[config.mk]
export PLATFORM = sky130hd
export DESIGN_NAME = unidade_controle_rodadas
export DESIGN_NICKNAME = d
export VERILOG_FILES = /design/src/rtl/unidade_controle_rodadas_pkg.sv /design/src/rtl/unidade_controle_rodadas_contador_timeout.sv /design/src/rtl/unidade_controle_rodadas.sv
export SDC_FILE = /design/constraint.sdc
export NUM_CORES = 1
export LEC_CHECK = 0
export BUFFER_PORTS_ARGS = -buffer_cell sky130_fd_sc_hd__buf_2
export CAP_MARGIN = 10
export CORE_AREA = 2 2 39 41
export CTS_BUF_LIST = sky130_fd_sc_hd__clkbuf_8
export DETAILED_ROUTE_END_ITERATION = 8
export DIE_AREA = 0 0 41 43
export GPL_TIMING_DRIVEN = 1
export SYNTH_ARGS = -nofsm -noshare
export SYNTH_HDL_FRONTEND = slang
export SYNTH_HIERARCHICAL = 1
export SYNTH_SLANG_ARGS = --single-unit
[constraint.sdc]
create_clock -name clock -period 1.5 [get_ports clock]
set_input_delay 0.15 -clock clock [delete_from_list [all_inputs] [get_ports clock]]
set_output_delay 0.15 -clock clock [all_outputs]
set_load 0.005 [all_outputs]
[src/rtl/unidade_controle_rodadas_pkg.sv]
// Shared definitions for the memory-game round controller.
// The 4-bit state codes are also the values shown on the hex display.
package unidade_controle_rodadas_pkg;

    typedef enum logic [3:0] {
        INICIAL       = 4'h0,
        PREPARA       = 4'h1,
        INICIA_RODADA = 4'h2,
        ESPERA        = 4'h3,
        REGISTRA      = 4'h4,
        COMPARA       = 4'h5,
        PROX_JOGADA   = 4'h6,
        PROX_RODADA   = 4'h7,
        FIM_ACERTO    = 4'hA,
        FIM_TIMEOUT   = 4'hD,
        FIM_ERRO      = 4'hE
    } estado_t;

endpackage

[src/rtl/unidade_controle_rodadas_contador_timeout.sv]
// Per-play timeout counter: counts while enabled, clears on zera,
// saturates at M-1 and flags fim while sitting there.
module unidade_controle_rodadas_contador_timeout #(
    parameter int M = 5000
) (
    input  logic clock,
    input  logic reset,
    input  logic zera,
    input  logic conta,
    output logic fim
);

    localparam int W = $clog2(M);
    localparam logic [W-1:0] ULTIMO = W'(M - 1);

    logic [W-1:0] contagem;

    // Saturating count; zera has priority so every play starts a fresh window.
    always_ff @(posedge clock or posedge reset) begin
        if (reset) begin
            contagem <= '0;
        end else if (zera) begin
            contagem <= '0;
        end else if (conta && (contagem != ULTIMO)) begin
            contagem <= contagem + W'(1);
        end
    end

    assign fim = (contagem == ULTIMO);

endmodule

[src/rtl/unidade_controle_rodadas.sv]
// Moore FSM sequencing the memory-game datapath: prepare, play rounds,
// and finish on win, wrong play or (optionally) per-play timeout.
// Define CTRL_TIMEOUT_EN to build the ESPERA timeout path and FIM_TIMEOUT.
module unidade_controle_rodadas
    import unidade_controle_rodadas_pkg::*;
#(
    parameter int TIMEOUT_CYCLES = 5000
) (
    input  logic       clock,
    input  logic       reset,
    input  logic       iniciar,
    input  logic       jogada,
    input  logic       igual,
    input  logic       fim_e,
    input  logic       fim_l,
    output logic       zera_e,
    output logic       conta_e,
    output logic       zera_l,
    output logic       conta_l,
    output logic       zera_r,
    output logic       registra_r,
    output logic       acertou,
    output logic       errou,
    output logic       pronto,
    output logic       timeout,
    output logic [3:0] db_estado
);

    // The timeout window needs at least one counting cycle before expiry.
    if (TIMEOUT_CYCLES < 2) begin : g_timeout_invalido
        $error("TIMEOUT_CYCLES must be >= 2");
    end

    estado_t estado;
    estado_t prox_estado;

`ifdef CTRL_TIMEOUT_EN
    logic fim_timeout;

    unidade_controle_rodadas_contador_timeout #(
        .M(TIMEOUT_CYCLES)
    ) u_contador_timeout (
        .clock (clock),
        .reset (reset),
        .zera  (estado != ESPERA),
        .conta (estado == ESPERA),
        .fim   (fim_timeout)
    );
`endif

    // State register.
    // NOTE: sequential state uses non-blocking assignment so every flop samples pre-edge values.
    always_ff @(posedge clock or posedge reset) begin
        if (reset) begin
            estado <= INICIAL;
        end else begin
            estado <= prox_estado;
        end
    end

    // Next-state logic; unused codes fall back to INICIAL.
    // NOTE: prox_estado gets a default before the case so no path can infer a latch.
    always_comb begin
        prox_estado = INICIAL;
        case (estado)
            INICIAL:       prox_estado = iniciar ? PREPARA : INICIAL;
            PREPARA:       prox_estado = INICIA_RODADA;
            INICIA_RODADA: prox_estado = ESPERA;
            ESPERA: begin
                prox_estado = ESPERA;
                if (jogada) begin
                    prox_estado = REGISTRA;
                end
`ifdef CTRL_TIMEOUT_EN
                else if (fim_timeout) begin
                    prox_estado = FIM_TIMEOUT;
                end
`endif
            end
            REGISTRA:      prox_estado = COMPARA;
            COMPARA: begin
                if (!igual)      prox_estado = FIM_ERRO;
                else if (!fim_e) prox_estado = PROX_JOGADA;
                else if (!fim_l) prox_estado = PROX_RODADA;
                else             prox_estado = FIM_ACERTO;
            end
            PROX_JOGADA:   prox_estado = ESPERA;
            PROX_RODADA:   prox_estado = INICIA_RODADA;
            FIM_ACERTO:    prox_estado = iniciar ? PREPARA : FIM_ACERTO;
            FIM_ERRO:      prox_estado = iniciar ? PREPARA : FIM_ERRO;
`ifdef CTRL_TIMEOUT_EN
            FIM_TIMEOUT:   prox_estado = iniciar ? PREPARA : FIM_TIMEOUT;
`endif
            default:       prox_estado = INICIAL;
        endcase
    end

    // Moore output decode.
    always_comb begin
        zera_e     = 1'b0;
        conta_e    = 1'b0;
        zera_l     = 1'b0;
        conta_l    = 1'b0;
        zera_r     = 1'b0;
        registra_r = 1'b0;
        acertou    = 1'b0;
        errou      = 1'b0;
        pronto     = 1'b0;
        timeout    = 1'b0;
        case (estado)
            PREPARA: begin
                zera_e = 1'b1;
                zera_l = 1'b1;
                zera_r = 1'b1;
            end
            INICIA_RODADA: zera_e     = 1'b1;
            REGISTRA:      registra_r = 1'b1;
            PROX_JOGADA:   conta_e    = 1'b1;
            PROX_RODADA:   conta_l    = 1'b1;
            FIM_ACERTO: begin
                acertou = 1'b1;
                pronto  = 1'b1;
            end
            FIM_ERRO: begin
                errou  = 1'b1;
                pronto = 1'b1;
            end
`ifdef CTRL_TIMEOUT_EN
            FIM_TIMEOUT: begin
                errou   = 1'b1;
                pronto  = 1'b1;
                timeout = 1'b1;
            end
`endif
            default: ;
        endcase
    end

    assign db_estado = estado;

endmodule
==> impl_metrics.toml <==
[outcome]
run_status = "completed"

[place]
numPortBuffers = 19
hpwlAfterDp_um = 635
gp_congestion = 0.803
pre_cts_ws_ns = 0.183

[sta]
finalSetupTns_ns = 0
fin_worst_hold_slack_ns = 0.191
timing.final.hold_violations = 0
max_freq_mhz = 710
timing_max_transition_violations_final = 0
post-route-worst-setup-slack_ns = 0.0910
min_period_over_period_pct = 93.9
timing.final.crit_period_ns = 1.41
setup_repair_after_global_routing_missed_its_margin = "no"
clock_skew_ns = 0.00383
setup-violations-final = 0

[yosys]
post_synthesis_sequential_area_ratio_pct = 26.8
synth.area.top_cells = "dfrtp_1, buf_4, nor2_1"
synth-warning-count = 6
postSynthAreaPerCell_sq_um = 8.29
syn_area_sq_um = 373
synth_top_cells_by_count = "buf_4, nor2_1, dfrtp_1, inv_1, nor3_1"
syn_nets = 52
ys.flop_type = "dfrtp_1"
postSynthRegisterBits = 4
netlist_instances = 45
synth_cell_types = 27
synth_enable_flop_cells = 0
post_synth_arst_share_pct = 100
synthDominantAreaCellType = "dfrtp_1"
synth_top_area_share_pct = 26.8

[clock_tree]
clkSlewWorstSetupHoldPaths_ns = 0.03
cts_buffers = 3
cts.sink_count = 4
cts-root-to-sink-buffers = 2
clk_root_buffer_cell = "clkbuf_8"
cts.htree.levels = 1
worstSkewPairLatency_ns = 0.22
clock_tree_from_tritoncts = "built"

[worst_setup_path]
timing.critical_path.from_type = "flip-flop"
worst-endpoint-required_ns = 1.35
end_kind = "output port"
crit_path_max_fanout = 12
worst-endpoint-arrival_ns = 1.26
crit_buf_inv = 1
cell_chain_critical_path = "nand2b_1 > nor3b_1 > buf_2"
cpMaxStageDelayCell = "dfrtp_2"
cp_slowest_stage_delay_ns = 0.48
criticalPathCategory = "flip-flop to output port"
crit_family = "flip-flops"

[finish]
ff_latch_area_sq_um = 105
final.fill_count = 153
nets = 76
area_taken_by_multi_input_logic_gates_sq_um = 215
flip_flop_count_of_the_largest_register_after_layout = 4
syn2layout_area_growth_pct = 44.6
num_antenna_cells = 0
post_route_cells_drive_above_1_share_pct = 52.2

[floorplan]
io-pin-count = 21
floorplan.rows = 14
dieHeight_um = 43
starting_utilization_of_the_core_area_pct = 26.9
die_width_um = 41
die_area_sq_um = 1760
design.core.area_sq_um = 1380

[power]
p_leak_nw = 0.270
switching_power_w = 0.000356
cellInternalPower_w = 0.000575
powerDensity_nw_per_um2 = 1730
pwr-share-seq_pct = 27.6
power.clock.fraction_pct = 24.0
power_frac_comb_pct = 48.4
worst_ir_drop_vdd_uv = 879
p_sw_share_pct = 38.2

[grt]
vias_in_the_first_global_route = 334
grt_util_all_layers_pct = 12.7
pin_count_of_the_biggest_net_entering_global_routing = 16
grt-ovfl-total = 0
grt_first_pass_wirelength_um = 1460
antenna_violations_before_repair = 0

[drt]
drc_errors = 0
final_antenna_net_count = 0
drt-wirelength-per-cell_um = 11.8
detailedRoute.firstPassIterationCount = 4
wl_um = 982
viasPerCell = 4.95
first_iter_violations = 12
detailed_route_via_count = 411

[run]
cap_violations = 0

[min_path]
min-delay-path-class = "input pin to flip-flop"
-- final timing paths --
kind / cells past startpoint / slack [ns] / start / to
setup / recovery: 3 / 0.09 / db_estado[3] / conta_e
hold / removal: 2 / 0.19 / iniciar / db_estado[1]
setup reg to reg: 3 / 0.29 / db_estado[1] / db_estado[2]
hold reg to reg: 1 / 0.61 / db_estado[3] / db_estado[1]
max in group asynchronous: 3 / 0.98 / reset / db_estado[0]
min in group asynchronous: 3 / 0.35 / reset / db_estado[1]
-- metal layers --
| metal | global-route usage, % | share of wire [%] |
|---|---|---|
| met5 | 0 | 0 |
| met4 | 4.00 | 0 |
| met3 | 9.42 | 7.0 |
| met2 | 16.6 | 48 |
| met1 | 16.0 | 45 |
-- cell type report --
type,instances,share of cell area [%]
Multi-Input combinational cell,31,39.9
Timing Repair Buffer,25,26.5
Tap cell,16,3.71
Sequential cell,4,19.5
Clock buffer,3,7.66
Inverter,4,2.78
-- power by group through the flow --
| stage | registers, W | logic [W] | clock network, W |
|---|---|---|---|
| 3_5_place_dp | 0.000272 | 0.000353 | 0 |
| 6_report | 0.000257 | 0.000451 | 0.000224 |
| 5_1_grt | 0.000266 | 0.000503 | 0.000243 |
| 2_1_floorplan | 0.000180 | 0.000368 | 0 |
| 3_3_place_gp | 0.000264 | 0.000356 | 0 |
| 4_1_cts | 0.000275 | 0.000356 | 0.000231 |
-- repair_timing --
item / in CTS / in global routing
endpoints found under the setup margin: 3 / 6
hold endpoints to repair: 4 / 0
hold buffers: 1 / 0
pin swaps: 0 / 0
gates resized for setup: 2 / 3
buffers inserted: 0 / 5
-- cells in the final DEF (no fill, tap or decap) --
cell type      count
buf_2             19
xnor2_1            1
clkbuf_8           3
nand3b_1           1
nor2_1             5
nand4bb_1          1
nand3_1            2
nor3b_1            1
buf_4              5
nor4_2             1
nor2b_1            1
conb_1             1
o22ai_1            1
a21boi_0           1
o21ai_2            1
inv_1              4
a311o_1            1
a221o_1            1
dfrtp_2            4
o21ai_0            1
nand2_1            2
nand2b_1           1
nor3_1             3
dlygate4sd3_1      1
nor4b_2            1
a221oi_2           1
a31o_1             1
a31oi_1            1
o31ai_1            1
-- logic make-up (layout without fill, tap and decap cells) --
logic type / count (synthesis) / after routing / share of synthesized area (%)
AND/OR/NAND/NOR: 19 / 19 / 29.9
AO/OA/AOI/OAI: 10 / 10 / 22.8
buffers and inverters: 10 / 32 / 17.1
flip-flops: 4 / 4 / 26.8
other: 1 / 1 / 1.01
XOR/XNOR: 1 / 1 / 2.35
-- stage by stage --
stage | cells | total power (W) | area (sq um) | util, %
final | 83 | 0.000932 | 539 | 39.0
after global placement | 74 | 0.000621 | 439 | 31.7
after floorplan | 45 | 0.000549 | 373 | -
after global routing | 83 | 0.00101 | 539 | 39.0
after CTS | 78 | 0.000862 | 493 | 35.6
after detailed placement | 74 | 0.000625 | 439 | 31.7
Power figures use the tool's default switching activity.
